--- src/rtl/sipo_shift_core.sv ---
// LSB-first shift register and bit counter; flags the edge that completes a word.
module sipo_shift_core #(
  parameter int WIDTH = 8,
  parameter int CNT_W = $clog2(WIDTH)
) (
  input  logic             clk,
  input  logic             reset,
  input  logic             din,
  input  logic             din_valid,
  input  logic             sync_clr,
  output logic [WIDTH-1:0] next_word,
  output logic             word_done,
  output logic [CNT_W-1:0] bit_cnt
);

  localparam logic [CNT_W-1:0] LAST = CNT_W'(WIDTH - 1);

  logic [WIDTH-1:0] shreg;
  logic             shift;

  assign shift     = din_valid && !sync_clr;
  // Word value as it would look after this edge's shift; only meaningful with word_done.
  assign next_word = {din, shreg[WIDTH-1:1]};
  assign word_done = shift && (bit_cnt == LAST);

  always_ff @(posedge clk) begin
    if (!reset) begin
      shreg   <= '0;
      bit_cnt <= '0;
    end else if (sync_clr) begin
      shreg   <= '0;
      bit_cnt <= '0;
    end else if (shift) begin
      shreg   <= next_word;
      bit_cnt <= (bit_cnt == LAST) ? '0 : bit_cnt + 1'b1;
    end
  end

endmodule

--- src/rtl/sipo_deser.sv ---
// Serial-to-parallel receiver with a one-word valid/ready holding buffer and sticky overrun.
module sipo_deser #(
  parameter int WIDTH = 8,
  parameter int CNT_W = $clog2(WIDTH)
) (
  input  logic             clk,
  input  logic             reset,
  input  logic             din,
  input  logic             din_valid,
  input  logic             sync_clr,
  output logic [WIDTH-1:0] dout,
  output logic             dout_valid,
  input  logic             dout_ready,
  output logic [CNT_W-1:0] bit_cnt,
  output logic             overrun
);

  logic [WIDTH-1:0] next_word;
  logic             word_done;
  logic             handshake;

  sipo_shift_core #(.WIDTH(WIDTH), .CNT_W(CNT_W)) u_core (
    .clk       (clk),
    .reset     (reset),
    .din       (din),
    .din_valid (din_valid),
    .sync_clr  (sync_clr),
    .next_word (next_word),
    .word_done (word_done),
    .bit_cnt   (bit_cnt)
  );

  assign handshake = dout_valid && dout_ready;

  // A completing word may land in the buffer in the same edge the old one drains.
  always_ff @(posedge clk) begin
    if (!reset) begin
      dout       <= '0;
      dout_valid <= 1'b0;
      overrun    <= 1'b0;
    end else if (word_done) begin
      if (!dout_valid || handshake) begin
        dout       <= next_word;
        dout_valid <= 1'b1;
      end else begin
        overrun <= 1'b1;
      end
    end else if (handshake) begin
      dout_valid <= 1'b0;
    end
  end

endmodule
--- config.mk ---
export PLATFORM = sky130hd
export DESIGN_NAME = sipo_deser
export DESIGN_NICKNAME = d
export VERILOG_FILES = /design/src/rtl/sipo_shift_core.sv /design/src/rtl/sipo_deser.sv
export SDC_FILE = /design/constraint.sdc
export NUM_CORES = 1
export LEC_CHECK = 0
export ABC_AREA = 1
export CAP_MARGIN = 0
export CORE_AREA = 2 2 45 47
export DETAILED_ROUTE_END_ITERATION = 7
export DIE_AREA = 0 0 47 49
export HOLD_SLACK_MARGIN = 0.12
export PLACE_DENSITY = 0.83
export REMOVE_ABC_BUFFERS = 1
export SLEW_MARGIN = 0
export SYNTH_ARGS = -nofsm -noshare
export SYNTH_HDL_FRONTEND = slang
export SYNTH_HIERARCHICAL = 1
export SYNTH_SLANG_ARGS = --single-unit
--- constraint.sdc ---
create_clock -name clk -period 3.6 [get_ports clk]
set_clock_uncertainty 0.1 [all_clocks]
set_input_delay 0.72 -clock clk [delete_from_list [all_inputs] [get_ports clk]]
set_output_delay 0.72 -clock clk [all_outputs]
set_load 0.02 [all_outputs]
# Word-level counts from Yosys, hierarchy flattened
# Cells that the tools add are included.
dict set report word_totals {
  register_bits 21
  inputBits 6
  output_inout_bits 13
  wordCells 25
}
dict set report classes {
  addsub 1
  eq_ne 2
  n_mux 4
  bitwise 2
  n_reduce_logical 11
}
# operator count
set op_table {}
lappend op_table {{$reduce_and A2 Y1} 3}
lappend op_table {{$add A3 B1 Y3 const B} 1}
lappend op_table {{$eq A3 B3 Y1 const B} 1}
lappend op_table {{$logic_and A1 B1 Y1} 3}
lappend op_table {{$mux W1} 3}
lappend op_table {{$mux W3} 1}
lappend op_table {{$logic_not A1 Y1} 2}
lappend op_table {{$ne A2 B2 Y1 const B} 1}
lappend op_table {{$not A1 Y1} 2}
lappend op_table {{$reduce_bool A2 Y1} 1}
lappend op_table {{$reduce_or A2 Y1} 1}
lappend op_table {{$logic_or A1 B1 Y1} 1}

# Logic depth before layout (Yosys ltp)
dict set report depth {
  ltp_word 5
  depth_mapped 8
  ltp_nobuf 7
}

# Cells and area by module
# The synthesis kept the hierarchy.
# mod n_inst cells_per_inst area_each_um2 seq_area_each_um2
set by_module_without_submodules {}
lappend by_module_without_submodules {sipo_deser 1 62 465.4 200.2}
lappend by_module_without_submodules {sipo_shift_core 1 57 422.9 200.2}

# Worst setup path before layout
# Ideal clock, no wire load.
dict set report synth_timing {
  path_type {input to register}
  start {in sync_clr}
  end {reg overrun}
  setup_ns 0.070
  arrival_ns 1.499
  required_ns 3.430
  slack_ns 1.931
  stages 8
  path_buffers 3
  path_cell_list {inv_1 > nand2_2 > buf_6 > nor2_1 > buf_6 > buf_8 > nand3_1 > a21oi_1}
}
dict set report synth_via {
  elab_chain_len 4
}
# item line
set synth_lines {}
lappend synth_lines {{start, declared} sipo_deser.sv:10} ;# input logic sync_clr,
lappend synth_lines {{$logic_not A1 Y1} sipo_shift_core.sv:21} ;# assign shift = din_valid && !sync_clr;
lappend synth_lines {{$logic_and A1 B1 Y1} sipo_shift_core.sv:21}
lappend synth_lines {{$logic_and A1 B1 Y1} sipo_shift_core.sv:24} ;# assign word_done = shift && (bit_cnt == LAST);
lappend synth_lines {{via word_done} sipo_deser.sv:19} ;# logic word_done;
lappend synth_lines {{$reduce_and A2 Y1 (no source line)} n/a}
lappend synth_lines {{end signal, assigned} sipo_deser.sv:40} ;# overrun <= 1'b0;
lappend synth_lines {{end signal, assigned} sipo_deser.sv:46} ;# overrun <= 1'b1;
lappend synth_lines {{end, declared} sipo_deser.sv:15} ;# output logic overrun
# The timed path passes the listed nets, and every way through them passes these cells.
# A chain may end at the register's enable or synchronous reset.

# Worst setup path in the final report
dict set report layout_timing {
  start {reg dout_valid}
  end {out dout_valid}
}
# item line
set layout_lines {}
lappend layout_lines {{start, declared} sipo_deser.sv:12} ;# output logic dout_valid,
lappend layout_lines {{start signal, assigned} sipo_deser.sv:39} ;# dout_valid <= 1'b0;
lappend layout_lines {{start signal, assigned} sipo_deser.sv:44} ;# dout_valid <= 1'b1;
lappend layout_lines {{start signal, assigned} sipo_deser.sv:49} ;# dout_valid <= 1'b0;
# No word-level cell between the ends.

==> flow_summary.ini <==
[sta]
slew_headroom = 0.7691
period_share = 0.5911
hold_violations = 0
clock.fmax_mhz = 470.0
setup_viol = 0
hold_slack_ns = 0.3568
worstMarginPinSlew_ns = 0.3453
period_minus_slack_ns = 2.128
rsz0062_at_grt = no
setup_tns_ns = 0
timing.final.max_slew_violations = 0

[drt]
antenna_left = 0
wl_per_cell_um = 9.000
first_pass_iters = 4
remaining_drc_errors = 0
drt-initial-drc-count = 11
routed_wl_mm = 1.458
vias = 732
viasPerCell = 4.519

[floorplanning]
dieArea_mm2 = 0.002303
io_pins = 19
coreArea_mm2 = 0.001842
die_x_um = 47
fp-row-count = 16
start_util = 0.4823
die_y_um = 49

[cells_and_area]
diodes = 0
final_cell_mix = nor2_1, dfxtp_1, inv_1, clkdlybuf4s50_1, nand2_1
nets = 145
layout_commonest_cell = nor2_1
area_growth_pct = 19.86
drive_above_1_share = 0.06667

[cts]
cts_buffers = 3
postCtsResizedCells = 0
holdBufCountCts = 0
ctsRootBufferMaster = clkbuf_4
post_cts_buffers = 0
cts_tree = built
cts.sinks = 20
clk_latency_ns = 0.29
htreeDepth = 1
path_clk_slew_ns = 0.10
cts_buffer_depth = 2

[global_route]
grt_util_met3 = 0.03333
grt_max_degree = 19
grt.overflow.total = 0
globalRoute.busiestLayer = met2
antenna_found_initial = 0
grt_pass1_wl_mm = 2.249
met1_usage = 0.1706
grt_pass1_vias = 567
gr-usage-all-layers = 0.1319
gr-usage-met2 = 0.2032

[worst_setup_path]
critPathCaptureType = primary output
cp_slowest_cell = clkdlybuf4s50_1
critPathTopFamily = buffers and inverters
max_stage_delay_ns = 0.62
arrival_ns = 1.31
crit_required_ns = 2.78
start_kind = flip-flop
reg2reg_slack_ns = 2.09
path_class = reg2out
path_buf_inv = 1
cp_max_fo = 3
path_cells = clkdlybuf4s50_1

[power_and_ir_drop]
switching_share = 0.2267
leakage_nw = 0.4565
clockPowerShare = 0.276
powerDensity_mw_per_mm2 = 337.8
p_switching_mw = 0.08154
combPwrFrac = 0.086
p_int_mw = 0.2782
seqPwrFrac = 0.638
vdd_drop_max_mv = 0.1991

[synthesis]
yosysTopAreaCell = dfxtp_1
ys_types = 15
syn_area_per_cell_um2 = 7.465
yosysWarningCount = 6
synth_top_area_frac = 0.4507
ys_seq_area_frac = 0.4507
synthTopCellsByArea = dfxtp_1, nor2_1, inv_1, a21oi_1, buf_6
syn-cell-area_um2 = 888.4
syn_inst = 119
synth-seq-cells = 20

[placement]
finalWeightedCongestion = 0.7740
port_buffers = 18
dp_hpwl_mm = 1.047

[worst_hold_path]
hp-class = reg2reg

[run]
max-cap-violations = 0

[outcome]
status = complete, no violations
==> routing by layer <==
metal  part of all wire  vias to the layer above
li1                   -                      401
met3              0.048                        0
met5                  0                        -
met2               0.45                       16
met1               0.50                      315
met4                  0                        0
==> layout make-up <==
type,count,area (µm²)
sequential,20,400.4
fill,189,777.0
inverter,18,67.56
timing repair buffer,19,187.7
clock buffer,3,22.52
tap,27,33.78
multi-input combinational,75,352.8
==> cell usage after synthesis, drive strengths merged <==
| master | count |
|---|---|
| nor2 | 32 |
| dfxtp | 20 |
| inv | 18 |
| nand2 | 14 |
| a21oi | 10 |
| nand3 | 9 |
| o21ai | 8 |
| buf | 6 |
| ha | 2 |
==> registers in the layout, summed over array words and instances (netlist names) <==
name and count:
dout_valid 1, overrun 1, u_core/bit_cnt 3, u_core/shreg 7, dout 8
==> path summary, 6_finish.rpt <==
path / start / to / cells after the start
max: dout_valid / dout_valid / 1
min: overrun / overrun / 2
max reg2reg: u_core/bit_cnt[0] / dout[2] / 8
min reg2reg: overrun / overrun / 2
==> logic make-up after synthesis <==
| logic type | share of synthesized area |
|---|---|
| adders and majority gates | 0.02816 |
| AOI/OAI and AO/OA | 0.1014 |
| and+or+nand+nor | 0.2676 |
| buffers and inverters | 0.1521 |
| DFF | 0.4507 |
==> per-stage QoR <==
step           power [mW]  setup WS [ns]  cell area (µm²)  cells  utilization
2_1_floorplan      0.2512          1.610            820.8    113            -
3_3_place_gp       0.2644          1.304             1042    159       0.5659
3_5_place_dp       0.2653          1.262             1042    159       0.5659
4_1_cts            0.3631          1.454             1065    162       0.5781
5_1_grt            0.3788          1.396             1065    162       0.5781
6_report           0.3597          1.472             1065    162       0.5781
==> power groups by stage <==
| stage | Combinational (mW) | Clock, mW | Sequential [mW] |
|---|---|---|---|
| after floorplan | 0.0159 | 0 | 0.235 |
| after global placement | 0.0300 | 0 | 0.234 |
| after detailed placement | 0.0308 | 0 | 0.235 |
| after CTS | 0.0311 | 0.102 | 0.230 |
| after global routing | 0.0343 | 0.114 | 0.230 |
| final | 0.0310 | 0.0992 | 0.230 |
(Power assumes the default switching activity.)
